`config.mk`:
```
export PLATFORM = sky130hd
export DESIGN_NAME = token_rx_assembler
export DESIGN_NICKNAME = d
export VERILOG_FILES = /design/src/rtl/token_rx_assembler.sv
export SDC_FILE = /design/constraint.sdc
export NUM_CORES = 1
export LEC_CHECK = 0
export ABC_CLOCK_PERIOD_IN_PS = 2100
export CORE_MARGIN = 4
export CORE_UTILIZATION = 41
export CTS_CLUSTER_SIZE = 20
export DETAILED_ROUTE_END_ITERATION = 8
export PLACE_DENSITY = 0.69
export SKIP_CTS_REPAIR_TIMING = 1
export SYNTH_ARGS = -nofsm -noshare
export SYNTH_HDL_FRONTEND = slang
export SYNTH_SLANG_ARGS = --single-unit
```
`constraint.sdc`:
```
create_clock -name clk -period 2.1 [get_ports clk]
set_input_delay 0.315 -clock clk [delete_from_list [all_inputs] [get_ports clk]]
set_output_delay 0.315 -clock clk [all_outputs]
set_load 0.05 [all_outputs]
```
`src/rtl/token_rx_assembler.sv`:
```
// ============================================================================
// Module   : token_rx_assembler
// Brief    : Collects PID + two bytes from a byte receiver into a 24-bit token.
// Revision : 1.0 - initial release
// ============================================================================
`default_nettype none

module token_rx_assembler #(
  parameter int TIMEOUT = 16
) (
  input  logic        clk,
  input  logic        reset,
  input  logic        rx_active,
  input  logic        rx_valid,
  input  logic [7:0]  rx_byte,
  input  logic        rx_eop,
  output logic [23:0] token_data,
  output logic        token_valid,
  output logic        token_err,
  output logic        busy
);

  localparam int CW = $clog2(TIMEOUT + 1);
  localparam logic [CW-1:0] C_TIMEOUT = CW'(TIMEOUT);
  localparam logic [CW-1:0] C_ONE     = CW'(1);

  localparam logic [2:0] S_IDLE     = 3'd0;
  localparam logic [2:0] S_PID      = 3'd1;
  localparam logic [2:0] S_BYTE1    = 3'd2;
  localparam logic [2:0] S_BYTE2    = 3'd3;
  localparam logic [2:0] S_WAIT_EOP = 3'd4;

  logic [2:0]    r_state, w_state_n;
  logic          r_active_q;
  logic [CW-1:0] r_idle_cnt;
  logic [2:0]    r_byte_cnt, w_byte_cnt_n;
  logic          r_err, w_err_n;
  logic [7:0]    r_pid, r_b1, r_b2;
  logic [7:0]    w_pid_n, w_b1_n, w_b2_n;
  logic          w_accept, w_reject;
  logic          w_rise, w_fall, w_eop_evt, w_pid_ok;

  assign w_rise    = rx_active & ~r_active_q;
  assign w_fall    = ~rx_active & r_active_q;
  assign w_eop_evt = rx_eop | w_fall;
  assign w_pid_ok  = (rx_byte[7:4] == ~rx_byte[3:0]) && (rx_byte[1:0] == 2'b01);

  // State register and datapath
  always_ff @(posedge clk or posedge reset) begin
    if (reset) begin
      r_state     <= S_IDLE;
      // Reset high so a receiver already mid-packet at release is not seen as a new start
      r_active_q  <= 1'b1;
      r_idle_cnt  <= '0;
      r_byte_cnt  <= '0;
      r_err       <= 1'b0;
      r_pid       <= '0;
      r_b1        <= '0;
      r_b2        <= '0;
      token_data  <= '0;
      token_valid <= 1'b0;
      token_err   <= 1'b0;
    end else begin
      r_state     <= w_state_n;
      r_active_q  <= rx_active;
      r_byte_cnt  <= w_byte_cnt_n;
      r_err       <= w_err_n;
      r_pid       <= w_pid_n;
      r_b1        <= w_b1_n;
      r_b2        <= w_b2_n;
      token_valid <= w_accept;
      token_err   <= w_reject;
      if (w_accept)
        token_data <= {w_pid_n, w_b1_n, w_b2_n};
      if (rx_valid || (w_state_n != r_state))
        r_idle_cnt <= '0;
      else if ((r_state != S_IDLE) && (r_idle_cnt < C_TIMEOUT))
        r_idle_cnt <= r_idle_cnt + C_ONE;
    end
  end

  // Next-state: the byte is applied first, then EOP rules see the updated count
  always_comb begin
    w_state_n    = r_state;
    w_byte_cnt_n = r_byte_cnt;
    w_err_n      = r_err;
    w_pid_n      = r_pid;
    w_b1_n       = r_b1;
    w_b2_n       = r_b2;
    w_accept     = 1'b0;
    w_reject     = 1'b0;

    case (r_state)
      S_IDLE: begin
        if (w_rise) begin
          w_state_n    = S_PID;
          w_byte_cnt_n = '0;
          w_err_n      = 1'b0;
        end
      end
      S_PID: begin
        if (rx_valid) begin
          w_pid_n      = rx_byte;
          w_byte_cnt_n = 3'd1;
          if (w_pid_ok) begin
            w_state_n = S_BYTE1;
          end else begin
            w_state_n = S_WAIT_EOP;
            w_err_n   = 1'b1;
          end
        end
      end
      S_BYTE1: begin
        if (rx_valid) begin
          w_b1_n       = rx_byte;
          w_byte_cnt_n = 3'd2;
          w_state_n    = S_BYTE2;
        end
      end
      S_BYTE2: begin
        if (rx_valid) begin
          w_b2_n       = rx_byte;
          w_byte_cnt_n = 3'd3;
          w_state_n    = S_WAIT_EOP;
        end
      end
      S_WAIT_EOP: begin
        if (rx_valid) begin
          w_byte_cnt_n = (r_byte_cnt == 3'd4) ? 3'd4 : r_byte_cnt + 3'd1;
          w_err_n      = 1'b1;
        end
      end
      default: w_state_n = S_IDLE;
    endcase

    if (r_state != S_IDLE) begin
      if (w_eop_evt) begin
        w_state_n = S_IDLE;
        if (!w_err_n && (w_byte_cnt_n == 3'd3))
          w_accept = 1'b1;
        else
          w_reject = 1'b1;
      end else if (!rx_valid && (r_idle_cnt == C_TIMEOUT)) begin
        w_state_n = S_IDLE;
        w_reject  = 1'b1;
      end
    end
  end

  // Outputs
  always_comb begin
    busy = (r_state != S_IDLE);
  end

endmodule

`default_nettype wire

```
==> qor.yml <==
logic_synthesis:
  synthesis.area_sq_mm: 0.00280
  synthFlopType: "dfrtp_1"
  syn_inst: 207
  yosys.area.top_type: "dfrtp_1"
  syn_avg_cell_area_sq_um: 13.5
  ys_ff_latch: 63
  synth.net_count: 224
  synth_top_area_share: 0.554
  yosysWarningCount: 0
  synth.distinct_cells: 44
  synthArstFlopShare: 1.00
  synth_edf_count: 0
  synth_area_leaders: "dfrtp_1 (55%), mux2_2 (12%), mux2_4 (5.4%)"
  seq_area_frac_synth: 0.563
critical_path:
  startpoint_type: "register"
  required_ns: 2.33
  arrival_ns: 2.65
  max_stage_delay_ns: 0.39
  crit_path_frequent_cell: "buf_4"
  slowest_stage: "or3b_4"
  critPathCaptureType: "register"
  worstPathMaxFanout: 6
  path_cells: "inv_1 -> ha_1 -> or3b_4 -> a31oi_4 -> nor2_2 -> a22oi_2 -> buf_4 -> nor4_4 -> buf_4 -> clkbuf_16 -> mux2_4"
  crit_type: "reg2reg"
cts:
  numCtsBuffers: 9
  cts_tree: "yes"
  root_buffer: "clkbuf_8"
  clk_pin_slew_ns: 0.07
  cts_max_level: 3
  clock_latency_ns: 0.35
  clkSinkCount: 63
  clk_path_buf_depth: 2
power:
  power.leakage_nw: 1.84
  vdd_drop_max_v: 0.000684
  share_seq_of_total_power: 0.419
  p_clk_frac: 0.363
  swShare: 0.283
  combPwrFrac: 0.218
  powerDensity_mw_per_mm2: 828
  p_sw_uw: 924
  internal-power_mw: 2.34
global_routing:
  antenna_found_initial: 0
  grt_pass1_vias: 2084
  grt_overflow_total: 0
  grt_util_all_layers: 0.155
  grt_start_max_net_pins: 28
  grt_first_pass_wirelength_microns: 10000
route:
  wl_per_cell_microns: 16.5
  dr.pass1.iters: 4
  ant_nets: 0
  vias: 1895
  remaining_drc_errors: 0
  drt-total-wl_microns: 6310
  drtIter0Drc: 93
  vias_per_cell: 4.95
floorplan:
  core_area_sq_mm: 0.00649
  fp.dieArea_sq_mm: 0.00822
  die_h_microns: 90.6
  initial_core_util: 0.431
  die_w_microns: 90.6
  rows: 29
  io_pins: 40
timing:
  holdWs_ns: 0.206
  setup_ws_ns: -0.320
  relSlewSlack: 0.664
  rsz0062_at_grt: "yes"
  fin_crit_ns: 2.42
  drv_slew: 0
  setup_violations: 24
  fin_skew_ns: 0.0108
  finalHoldViolations: 0
  fmax_ghz: 0.413
  tightestPinTransition_ns: 0.502
  period_share: 1.15
run_status:
  status: "finished with violations"
  violations: "setup timing"
final_layout:
  design_area_sq_mm: 0.00394
  area_growth_pct: 40.8
  fin_nets: 318
  fill_cells: 528
  num_antenna_cells: 0
  drive_gt1_frac: 0.435
flow_run:
  drv_cap: 0
place:
  gp_congestion: 0.804
  place_hpwl_microns: 4290
  placement.cell_area_sq_mm: 0.00361
  port-buffer-count: 39
hold_path:
  hold_path.class: "in2async"
cells in the mapped netlist, types with 2 or more instances:
| library cell | number |
|---|---|
| dfrtp_1 | 62 |
| mux2_2 | 29 |
| nor2_1 | 16 |
| a21oi_1 | 11 |
| mux2_4 | 10 |
| mux2_1 | 9 |
| inv_1 | 8 |
| buf_6 | 5 |
| nand2_1 | 5 |
| ha_1 | 4 |
| nand3_1 | 4 |
| xor2_1 | 4 |
| nor2b_1 | 3 |
| buf_2 | 2 |
| nand2b_1 | 2 |
| nor3_1 | 2 |
| nor4b_1 | 2 |
| o21ai_0 | 2 |
| o21ai_1 | 2 |
power groups by stage:
stage | Combinational, mW | Clock, mW | Sequential [mW]
3_5_place_dp | 0.693 | 0 | 1.39
2_1_floorplan | 0.263 | 0 | 1.55
6_report | 0.711 | 1.18 | 1.37
5_1_grt | 0.762 | 1.27 | 1.38
4_1_cts | 0.695 | 1.21 | 1.37
3_3_place_gp | 0.682 | 0 | 1.39
routing by layer:
layer,track usage,wire [microns],up-vias
met2,0.249,3140,38
met4,0.0689,116,0
li1,-,-,920
met1,0.198,2830,926
met3,0.0408,217,11
met5,0,0,-
cells in the final DEF, fill, tap and decap left out, types with 2 or more instances in the layout:
cell,n
o21ai_0,2
nor3_1,2
nor2b_1,3
o21ai_2,2
mux2_2,29
nor2_1,15
nand2_1,5
mux2_4,18
nand2b_1,2
buf_4,49
dfrtp_1,61
nand3_1,4
a21oi_1,10
ha_1,4
bufinv_16,2
xor2_1,4
inv_1,6
clkdlybuf4s50_1,38
clkinvlp_4,2
clkbuf_8,10
kinds of logic after synthesis:
kind of cell	Yosys count	share of synthesized area
multiplexers	49	0.210
buffers and inverters	15	0.0344
AO/OA/AOI/OAI	28	0.0679
XOR/XNOR	5	0.0156
AND/OR/NAND/NOR	43	0.0907
adder cells (fa/ha/maj)	4	0.0179
flip-flops	63	0.563
flip-flops by register name, summed over array words and instances (netlist names):
register / flops
r_active_q: 1
r_b1: 8
r_b2: 8
r_byte_cnt: 3
r_err: 1
r_idle_cnt: 5
r_pid: 8
r_state: 3
token_data: 24
token_err: 1
token_valid: 1
per-stage QoR:
stage / setup TNS, ns / instances / setup slack (ns) / util / total power [mW]
after global routing: -9.43 / 383 / -0.415 / 0.607 / 3.41
after CTS: -8.14 / 379 / -0.361 / 0.591 / 3.27
after detailed placement: -14.55 / 363 / -0.590 / 0.556 / 2.09
after global placement: -14.42 / 363 / -0.569 / 0.556 / 2.07
after floorplan: -8.18 / 207 / -0.377 / - / 1.81
final: -7.12 / 383 / -0.320 / 0.607 / 3.26
worst paths after layout:
path / start / to / slack (ns) / depth (start not counted)
min: reset / r_b1[4]$_DFF_PP0_ / 0.21 / 2
max: r_byte_cnt[0]$_DFF_PP0_ / token_data[9]$_DFFE_PP0P_ / -0.32 / 11
max reg2reg: r_byte_cnt[0]$_DFF_PP0_ / token_data[9]$_DFFE_PP0P_ / -0.32 / 11
min in group clk: r_b1[6]$_DFF_PP0_ / r_b1[6]$_DFF_PP0_ / 0.50 / 1
min reg2reg: r_b1[6]$_DFF_PP0_ / r_b1[6]$_DFF_PP0_ / 0.50 / 1
max in group asynchronous: reset / token_data[14]$_DFFE_PP0P_ / 1.27 / 3
layout make-up:
class / instances / area, sq um / share of cell area
flip-flops and latches: 63 / 1580 / 0.401
multi-input cells: 129 / 1200 / 0.306
repair buffers: 90 / 805 / 0.204
clock buffers: 11 / 141 / 0.0359
well taps: 77 / 96.3 / 0.0244
clock inverters: 5 / 81.3 / 0.0206
inverters: 8 / 33.8 / 0.00857
worst max-delay path, delay by kind of cell, from the launching register on:
family          cells  cell delay [ns]
simple gates        3             0.49
fa+ha+maj           1             0.28
mux                 1             0.29
flops               1             0.34
compound gates      2             0.38
buf+inv             4             0.53
(Power assumes the default switching activity.)
